[config.mk]
export PLATFORM = sky130hd
export DESIGN_NAME = cls_seq_wide
export DESIGN_NICKNAME = d
export VERILOG_FILES = /design/src/rtl/cls_pkg.sv /design/src/rtl/CLS_16bit.sv /design/src/rtl/cls_seq_wide.sv
export SDC_FILE = /design/constraint.sdc
export NUM_CORES = 1
export LEC_CHECK = 0
export CAP_MARGIN = 0
export CORE_AREA = 2 2 160 162
export CTS_CLUSTER_SIZE = 25
export DETAILED_ROUTE_END_ITERATION = 10
export DIE_AREA = 0 0 162 164
export PLACE_DENSITY = 0.68
export SETUP_SLACK_MARGIN = 0.1
export SYNTH_ARGS = -nofsm -noshare
export SYNTH_HDL_FRONTEND = slang
export SYNTH_SLANG_ARGS = --single-unit
[constraint.sdc]
create_clock -name clk -period 8.9 [get_ports clk]
set_input_delay 1.335 -clock clk [delete_from_list [all_inputs] [get_ports clk]]
set_output_delay 1.335 -clock clk [all_outputs]
set_load 0.005 [all_outputs]
[src/rtl/cls_pkg.sv]
// Shared definitions for the wide sequential subtractor: FSM states,
// slice width and the index-counter width helper.
package cls_pkg;

    typedef enum logic [1:0] {
        ST_IDLE = 2'd0,
        ST_RUN  = 2'd1,
        ST_DONE = 2'd2
    } cls_state_e;

    localparam int SLICE_W = 16;

    // Width of the slice index; a single-slice build still needs one bit.
    function automatic int idx_width(input int words);
        return (words > 1) ? $clog2(words) : 1;
    endfunction

endpackage

[src/rtl/CLS_16bit.sv]
// 16-bit carry-lookahead subtractor slice. Borrow generate/propagate are
// formed per bit, combined per nibble, and the nibble borrows are resolved
// by lookahead. Group generate/propagate are exported so the caller can
// chain slices with bout = gg | (gp & bin).
import cls_pkg::*;

module CLS_16bit (
    input  logic [15:0] a_i,
    input  logic [15:0] b_i,
    input  logic        bin_i,
    output logic [15:0] d_o,
    output logic        gg_o,
    output logic        gp_o
);

    // Bit and nibble borrow lookahead, difference bits and group terms.
    always_comb begin
        logic [15:0] g_v;
        logic [15:0] p_v;
        logic [3:0]  ng_v;
        logic [3:0]  np_v;
        logic [4:0]  nc_v;
        logic [16:0] c_v;
        logic        gg_v;
        logic        gp_v;
        g_v  = ~a_i & b_i;
        p_v  = ~(a_i ^ b_i);
        ng_v = 4'b0000;
        np_v = 4'b0000;
        nc_v = 5'b00000;
        c_v  = 17'b0;
        gg_v = 1'b0;
        gp_v = 1'b1;
        for (int n = 0; n < 4; n++) begin
            ng_v[n] = 1'b0;
            np_v[n] = 1'b1;
            for (int k = 0; k < 4; k++) begin
                ng_v[n] = g_v[4*n+k] | (p_v[4*n+k] & ng_v[n]);
                np_v[n] = np_v[n] & p_v[4*n+k];
            end
        end
        nc_v[0] = bin_i;
        for (int n = 0; n < 4; n++) begin
            nc_v[n+1] = ng_v[n] | (np_v[n] & nc_v[n]);
            gg_v      = ng_v[n] | (np_v[n] & gg_v);
            gp_v      = gp_v & np_v[n];
        end
        for (int n = 0; n < 4; n++) begin
            c_v[4*n] = nc_v[n];
            for (int k = 0; k < 4; k++) begin
                c_v[4*n+k+1] = g_v[4*n+k] | (p_v[4*n+k] & c_v[4*n+k]);
            end
        end
        d_o  = a_i ^ b_i ^ c_v[15:0];
        gg_o = gg_v;
        gp_o = gp_v;
    end

endmodule

[src/rtl/cls_seq_wide.sv]
// Wide subtractor sequencer: accepts 16*WORDS-bit operands, subtracts one
// 16-bit slice per cycle (LSB first) through CLS_16bit with the borrow
// chained in a register, then presents diff/bout until accepted.
// Optional zero/ovf flags are built when CLS_SEQ_FLAGS_EN is defined.
import cls_pkg::*;

module cls_seq_wide #(
    parameter int WORDS = 4
) (
    input  logic                   clk,
    input  logic                   rst,
    input  logic                   in_valid,
    output logic                   in_ready,
    input  logic [SLICE_W*WORDS-1:0] in_a,
    input  logic [SLICE_W*WORDS-1:0] in_b,
    input  logic                   bin,
    output logic                   out_valid,
    input  logic                   out_ready,
    output logic [SLICE_W*WORDS-1:0] diff,
    output logic                   bout
`ifdef CLS_SEQ_FLAGS_EN
    ,
    output logic                   zero,
    output logic                   ovf
`endif
);

    localparam int W  = SLICE_W * WORDS;
    localparam int IW = idx_width(WORDS);

    cls_state_e        state_q, state_d;
    logic [IW-1:0]     idx_q, idx_d;
    logic              brw_q, brw_d;
    logic [W-1:0]      a_q, a_d;
    logic [W-1:0]      b_q, b_d;
    logic [W-1:0]      diff_q, diff_d;
    logic              bout_q, bout_d;
`ifdef CLS_SEQ_FLAGS_EN
    logic              zero_q, zero_d;
    logic              ovf_q, ovf_d;
`endif

    logic [SLICE_W-1:0] slice_a_s;
    logic [SLICE_W-1:0] slice_b_s;
    logic [SLICE_W-1:0] slice_d_s;
    logic               slice_gg_s;
    logic               slice_gp_s;
    logic               slice_bout_s;

    assign slice_a_s    = a_q[SLICE_W*idx_q +: SLICE_W];
    assign slice_b_s    = b_q[SLICE_W*idx_q +: SLICE_W];
    assign slice_bout_s = slice_gg_s | (slice_gp_s & brw_q);

    CLS_16bit u_cls (
        .a_i   (slice_a_s),
        .b_i   (slice_b_s),
        .bin_i (brw_q),
        .d_o   (slice_d_s),
        .gg_o  (slice_gg_s),
        .gp_o  (slice_gp_s)
    );

    // Handshake flags decode from state and are held low during reset.
    assign in_ready  = (state_q == ST_IDLE) & ~rst;
    assign out_valid = (state_q == ST_DONE) & ~rst;
    assign diff      = diff_q;
    assign bout      = bout_q;
`ifdef CLS_SEQ_FLAGS_EN
    assign zero      = zero_q;
    assign ovf       = ovf_q;
`endif

    // Next-state: operand capture, per-slice update, result hand-off.
    always_comb begin
        state_d = state_q;
        idx_d   = idx_q;
        brw_d   = brw_q;
        a_d     = a_q;
        b_d     = b_q;
        diff_d  = diff_q;
        bout_d  = bout_q;
`ifdef CLS_SEQ_FLAGS_EN
        zero_d  = zero_q;
        ovf_d   = ovf_q;
`endif
        case (state_q)
            ST_IDLE: begin
                if (in_valid) begin
                    a_d     = in_a;
                    b_d     = in_b;
                    brw_d   = bin;
                    idx_d   = '0;
                    state_d = ST_RUN;
                end else begin
                    state_d = ST_IDLE;
                end
            end
            ST_RUN: begin
                diff_d[SLICE_W*idx_q +: SLICE_W] = slice_d_s;
                brw_d = slice_bout_s;
                idx_d = idx_q + IW'(1);
                if (idx_q == IW'(WORDS - 1)) begin
                    state_d = ST_DONE;
                    bout_d  = slice_bout_s;
`ifdef CLS_SEQ_FLAGS_EN
                    zero_d  = (diff_d == '0);
                    ovf_d   = (a_q[W-1] != b_q[W-1]) & (diff_d[W-1] != a_q[W-1]);
`endif
                end else begin
                    state_d = ST_RUN;
                end
            end
            ST_DONE: begin
                if (out_ready) begin
                    state_d = ST_IDLE;
                end else begin
                    state_d = ST_DONE;
                end
            end
            default: begin
                state_d = ST_IDLE;
            end
        endcase
    end

    // State, operand, borrow and result registers with synchronous reset.
    always_ff @(posedge clk) begin
        if (rst) begin
            state_q <= ST_IDLE;
            idx_q   <= '0;
            brw_q   <= 1'b0;
            a_q     <= '0;
            b_q     <= '0;
            diff_q  <= '0;
            bout_q  <= 1'b0;
`ifdef CLS_SEQ_FLAGS_EN
            zero_q  <= 1'b0;
            ovf_q   <= 1'b0;
`endif
        end else begin
            state_q <= state_d;
            idx_q   <= idx_d;
            brw_q   <= brw_d;
            a_q     <= a_d;
            b_q     <= b_d;
            diff_q  <= diff_d;
            bout_q  <= bout_d;
`ifdef CLS_SEQ_FLAGS_EN
            zero_q  <= zero_d;
            ovf_q   <= ovf_d;
`endif
        end
    end

endmodule

==> impl_results.md, run 1 <==
* Status: finished, final reports clean
* CTS Buf Count at 17
* CP Launch Type: register
* Starting DRC count in detailed routing at approximately 620
* HPWL Detailed at around 18000 um
* Yosys top cell area share at 46.51%
* DP Area at around 11000 um2
* DR vias/cell at 5.002
* Design area at around 11000 um2
* RSZ-0062 raised after global routing: false
* Layout Nets at about 1300
* Max IR drop VDD at between 100 and 150 uV
* Synthesized cell area at roughly 8500 um2
* Post-synthesis cell type count at 37
* Syn Nets at around 1100
* Gp weighted congestion at ~0.84
* Syn Inst Count at about 950
* Power Density at approximately 200 nW/um2
* EDFF count, synth at 0
* Router iterations before antenna repair at 5
* Diode count at 0
* Die width at 162 um
* Clock buffer depth at 2
* Ys async rst share at 0%
* Critical path peak fanout at 30
* Fin. Hold Viols at 0
* Largest area contributor in the netlist: dfxtp_1
* CTS H-tree depth at 4
* Grt total ovfl at 0
* Dominant synthesized flop cell: dfxtp_1
* Io pins at 200
* Routed Antenna Nets at 0
* DR vias at 7218
* Remaining DRCs at 0
* Slew @ Worst Pin at approximately 1.1 ns
* Mean Syn Cell Area at about 9.0 um2
* Starting Density at between 30% and 40%
* Pleak at 4.084 nW
* Worst r2r src: idx_q[1]
* Antenna violations before repair at 0
* Buffers on Ports at just under 200
* Most frequent cell after synthesis: nand2_1
* Hold slack at roughly 0.45 ns
* Worst EP required at 9.25 ns
* Cell row count at 58
* DIE HEIGHT at between 150 and 200 um
* Final period utilization at between 40% and 50%
* Final number of max-transition violations at 0
* Slew HR at 27.44%
* Worst r2r dst: diff[43]
* Vias in the first global route at around 7000
* # clock sinks at approximately 200
* Per-cell routed wire length at 16.84 um
* Number of gates resized after cts at 0
* Hold Crit Start: a_q[32]
* Core area at between 20000 and 25000 um2
* Worst hold path type: reg2reg
* Post-layout min period at approximately 4.2 ns
* Worst Setup End Kind: register
* Final WL at about 24000 um
* Final setup fails at 0
* Root buf cell: clkbuf_16
* Worst Hold Path Cells at 2
* Global-route wire length before repair at 37980 um
* Maxcap violations at 0
* Top post-synthesis cells by area: dfxtp_1 47%, nand2_1 12%, mux4_2 8.5%, a21oi_1 8.1%, a22oi_1 4.8%
* Post-CTS Hold Buffers at 0
* Setup TNS Final at 0 ns
* Clk Latency, worst-skew pair at around 0.43 ns
* CTS tree: yes
* Path type of the worst setup path: reg2reg
* Pin count of the biggest net entering global routing at between 100 and 150
* All-Layer GR Usage at 18.53%
* Clock Skew at roughly 0.0097 ns
* FF+latch count, synth at between 150 and 200
* Commonest cells post-synth: 263 x nand2_1, 198 x dfxtp_1, 138 x a21oi_1, 61 x nor2_1, 55 x a22oi_1
* Critical Path AT at 4.55 ns
* Post-CTS setup buffer count at 0
* Reg clk slew, reported paths at roughly 0.070 ns
* Endpoint, Worst Hold: a_q[32]
* Depth of the worst register-to-register path at 13
* Fmax at 238.4 MHz
* Die ar. at ~27000 um2
* Share of post-route cells with drive strength above 1 at 9.344%
* FF-to-FF setup slack at 4.71 ns
* Syn. warnings at 0
* Synth-to-layout area growth at 32.79%
* Post-synthesis sequential area ratio at 46.51%
==> stage by stage <==
stage          power [mW]  instances  setup slack [ns]  util [%]
6_report            2.203       1443             4.705     45.59
5_1_grt             2.296       1443             4.410     45.59
4_1_cts             2.219       1443             4.685     45.59
3_5_place_dp        1.375       1412             4.705     43.01
3_3_place_gp        1.369       1412             4.790     43.01
2_1_floorplan       1.211        945             5.050         -
==> area by class of cell <==
| cell class | count | area, um2 |
|---|---|---|
| clock buffer | 19 | 442.9 |
| sequential | 198 | 3966 |
| timing repair buffer | 206 | 2046 |
| tap | 330 | 412.9 |
| inverter | 36 | 135.1 |
| clock inverter | 12 | 198.9 |
| fill | 2414 | 13500 |
| multi-input combinational | 642 | 4114 |
==> metal layers <==
metal | share of wire, % | global-route usage [%] | vias to the layer above
li1 | - | - | 3503
met2 | 49 | 31.10 | 250
met1 | 43 | 24.37 | 3443
met4 | 1.4 | 4.867 | 0
met3 | 7.1 | 3.889 | 22
met5 | 0 | 0 | -
==> report_power, final <==
group          total [mW]  leakage (nW)  internal (mW)  switching, mW
combinational       0.402          2.15          0.176          0.225
sequential          0.954          1.62          0.928         0.0259
clock               0.848         0.314          0.506          0.342
==> critical path, cell delays in order (launching register included) <==
cell	delay, ns
dfxtp_2	0.43
buf_4	0.45
mux4_2	0.57
ha_1	0.35
and4_1	0.21
o21a_1	0.12
a21o_1	0.19
inv_1	0.07
fa_1	0.38
fa_1	0.39
fa_1	0.38
xor2_1	0.32
a22oi_1	0.11
nor2_1	0.14
==> sequential cells by signal (all words and copies together) (netlist names) <==
name / cells
idx_q: 2
brw_q: 1
b_q: 64
bout: 1
diff: 64
state_q: 2
a_q: 64
==> logic make-up after synthesis <==
kind of cell / count (synthesis) / share of synthesized area [%]
compound gates: 220 / 15.71
xor+xnor: 4 / 0.4112
fa+ha+maj: 34 / 6.049
buf+inv: 105 / 5.359
flops: 198 / 46.51
mux: 33 / 8.574
simple gates: 351 / 17.38
==> placed cells by master, fill, tap and decap left out, types with 10 or more instances in the layout <==
cell type and instances:
a21oi_1 138, nand2_1 262, dfxtp_1 196, clkdlybuf4s50_1 198, fa_1 12, a22oi_1 55
nor2_2 10, mux4_2 32, inv_1 36, a22oi_2 10, nor2_1 61, ha_1 22
clkbuf_16 17
==> how the worst max path moves through the flow <==
stage / start / endpoint / depth (start not counted)
final: idx_q[1] / diff[43] / 13
after global routing: idx_q[0] / diff[47] / 15
after CTS: idx_q[1] / diff[43] / 13
after detailed placement: idx_q[1] / diff[43] / 13
after global placement: idx_q[1] / diff[59] / 13
after floorplan: idx_q[0] / diff[27] / 15
Note: power is estimated with default switching activity, not from simulation.
==> inputs of run 2 (changes only) <==
Clock period 8.9 ns to 4.25 ns, I/O delays scaled along.
==> run 2 against run 1 <==
Effect of this change: non-clock buffer count grew 4; sequential cell count unchanged; clock skew is 0.0028 ns higher; largest power group unchanged; cell count increased by 0.35%; clock power is 84% higher.
==> impl_results.md, run 2 (synthesized netlist as in run 1, its figures left out) <==
* Status: finished, final reports clean (unchanged)
* Path type of the worst setup path: reg2reg (unchanged)
* Die width at 162 um (unchanged)
* Clk Latency, worst-skew pair at 0.44 ns (was 0.43 ns)
* DR vias/cell at 4.993 (was 5.002)
* Root buf cell: clkbuf_16 (unchanged)
* Post-CTS setup buffer count at 0 (unchanged)
* Router iterations before antenna repair at 5 (unchanged)
* Worst Hold Path Cells at 2 (unchanged)
* Io pins at 200 (unchanged)
* Critical Path AT at 4.10 ns (was 4.55 ns)
* Worst EP required at 4.53 ns (was 9.25 ns)
* M3 GR Usage at 3.384% (was 3.889%)
* Gp weighted congestion at 0.8396 (was 0.8352)
* # clock sinks at 198 (unchanged)
* Fin. Hold Viols at 0 (unchanged)
* Switching share of power at 29.68% (was 26.90%)
* Buffers on Ports at 199 (unchanged)
* All-Layer GR Usage at 18.32% (was 18.53%)
* Worst r2r dst: diff[59] (was diff[43])
* Synth-to-layout area growth at 32.62% (was 32.79%)
* Fmax at 261.4 MHz (was 238.4 MHz)
* Combinational share of power at 19.2% (was 18.2%)
* Starting Density at 34.34% (unchanged)
* Worst r2r src: idx_q[0] (was idx_q[1])
* Pleak at 4.082 nW (was 4.084 nW)
* Sequential power share at 45.5% (was 43.3%)
* RSZ-0062 raised after global routing: false (unchanged)
* CTS tree: yes (unchanged)
* Max IR drop VDD at 232.5 uV (was 108.9 uV)
* Diode count at 0 (unchanged)
* Slew @ Worst Pin at 1.112 ns (was 1.084 ns)
* Final WL at 24470 um (was 24310 um)
* Layout Nets at 1272 (was 1268)
* Worst Setup SP: idx_q[0] (was idx_q[1])
* Critical path buffer and inverter count at 2 (unchanged)
* Fin cells at 1448 (was 1443)
* Power Density at 390.1 nW/um2 (was 194.7 nW/um2)
* DR vias at 7230 (was 7218)
* HPWL Detailed at 18010 um (was 17660 um)
* Post-layout min period at 3.825 ns (was 4.195 ns)
* Critical path peak fanout at 17 (was 30)
* Cell internal pwr at 3.100 mW (was 1.611 mW)
* Starting DRC count in detailed routing at 542 (was 623)
* Hold Crit Start: a_q[55] (was a_q[32])
* Share of post-route cells with drive strength above 1 at 10.02% (was 9.344%)
* CP Launch Type: register (unchanged)
* Busiest layer in global routing: met2 (unchanged)
* Final period utilization at 90.00% (was 47.13%)
* Final number of max-transition violations at 0 (unchanged)
* M2 GR Usage at 31.37% (was 31.10%)
* Worst hold path type: reg2reg (unchanged)
* Per-cell routed wire length at 16.90 um (was 16.84 um)
* Clock buffer depth at 2 (unchanged)
* Met1 usage at 23.66% (was 24.37%)
* CP max stage cell: dfxtp_4 (was mux4_2)
* CP top delay family: adder cells (unchanged)
* Core area at 24820 um2 (unchanged)
* Routed Antenna Nets at 0 (unchanged)
* FF-to-FF setup slack at 0.43 ns (was 4.71 ns)
* Worst Setup End Kind: register (unchanged)
* Global-route wire length before repair at 37470 um (was 37980 um)
* NetSw at 1.309 mW (was 0.5926 mW)
* Reg clk slew, reported paths at 0.08 ns (was 0.07 ns)
* Most used cell, CP: fa_1 (unchanged)
* Largest stage delay, worst path at 0.56 ns (was 0.57 ns)
* Post-CTS Hold Buffers at 0 (unchanged)
* Setup TNS Final at 0 ns (unchanged)
* Endpoint, Worst Hold: a_q[55] (was a_q[32])
* Commonest non-fill, non-tap cell in the layout: nand2_1 (unchanged)
* DP Cell Count at 1416 (was 1412)
* DIE HEIGHT at 164 um (unchanged)
* Number of gates resized after cts at 0 (unchanged)
* Most frequent cells in the layout: 262 x nand2_1, 198 x clkdlybuf4s50_1, 196 x dfxtp_1 (unchanged)
* CTS Buf Count at 17 (unchanged)
* Maxcap violations at 0 (unchanged)
* Grt total ovfl at 0 (unchanged)
* Cells along the critical path: buf_4, mux4_2, ha_1, and4_1, o21a_1, a21o_1, inv_1, fa_1, fa_1, fa_1, xor2_2, a22oi_1, nor2_1 (was buf_4, mux4_2, ha_1, and4_1, o21a_1, a21o_1, inv_1, fa_1, fa_1, fa_1, xor2_1, a22oi_1, nor2_1)
* Slew HR at 25.84% (was 27.44%)
* Antenna violations before repair at 0 (unchanged)
* Remaining DRCs at 0 (unchanged)
* Final setup fails at 0 (unchanged)
* Pin count of the biggest net entering global routing at 199 (was 104)
* Die ar. at 26570 um2 (unchanged)
* CTS H-tree depth at 4 (unchanged)
* Cell row count at 58 (unchanged)
* Vias in the first global route at 6932 (was 6995)
* Depth of the worst register-to-register path at 13 (unchanged)
* Clock power share at 35.3% (was 38.5%)
* Clock Skew at 0.01251 ns (was 0.009680 ns)
run 2: cell types whose count changed in the layout (fill, tap and decap cells not counted), sizes merged:
cell / before / now
clkinv: 4 / 5
inv: 38 / 45
buf: 8 / 12
bufinv: 5 / 0
clkbuf: 19 / 17
run 2: how the worst max path moves through the flow:
stage | endpoint | slack, ns | cells past startpoint
6_report | diff[59] | 0.43 | 13
4_1_cts | diff[27] | 0.15 | 13
3_3_place_gp | diff[59] | 0.27 | 13
3_5_place_dp | diff[27] | 0.19 | 13
5_1_grt | diff[46] | 0.12 | 14
2_1_floorplan | diff[27] | 0.40 | 15
run 2: metal layers:
layer  share of wire [%]  routed length [um]
met5                   0                   0
met4                 1.4                 340
met3                 5.3                1290
met2                  50               12120
met1                  44               10720
run 2: layout make-up:
class | count | area, um2
Timing Repair Buffer | 210 | 2092
Multi-Input combinational cell | 642 | 4129
Sequential cell | 198 | 3971
Fill cell | 2441 | 13520
Clock inverter | 15 | 136.4
Tap cell | 330 | 412.9
Inverter | 36 | 135.1
Clock buffer | 17 | 425.4
run 2: stage by stage:
step	setup WS, ns	hold slack [ns]	total power, mW	instance area [um2]	util, %
after floorplan	0.4004	0.4331	2.537	8522	-
after global placement	0.2690	0.4408	2.878	10720	43.18
after detailed placement	0.1880	0.4463	2.892	10720	43.18
after CTS	0.1490	0.4564	4.427	11280	45.44
after global routing	0.1152	0.4667	4.607	11300	45.54
final	0.4251	0.4557	4.409	11300	45.54
run 2: power by group through the flow:
| stage | clock network (mW) | logic (mW) | registers [mW] |
|---|---|---|---|
| 5_1_grt | 1.66 | 0.930 | 2.02 |
| 4_1_cts | 1.58 | 0.842 | 2.01 |
| 2_1_floorplan | 0 | 0.518 | 2.02 |
| 3_3_place_gp | 0 | 0.827 | 2.05 |
| 3_5_place_dp | 0 | 0.839 | 2.05 |
| 6_report | 1.56 | 0.845 | 2.01 |
run 2: worst register-to-register path, cell delays in order (launching register included):
cell and delay [ns]:
dfxtp_4 0.56, buf_4 0.26, mux4_2 0.32, ha_1 0.36, and4_1 0.20, o21a_1 0.12, a21o_1 0.17, inv_1 0.08
fa_1 0.38, fa_1 0.40, fa_1 0.41, xor2_2 0.18, a22oi_1 0.18, nor2_1 0.06
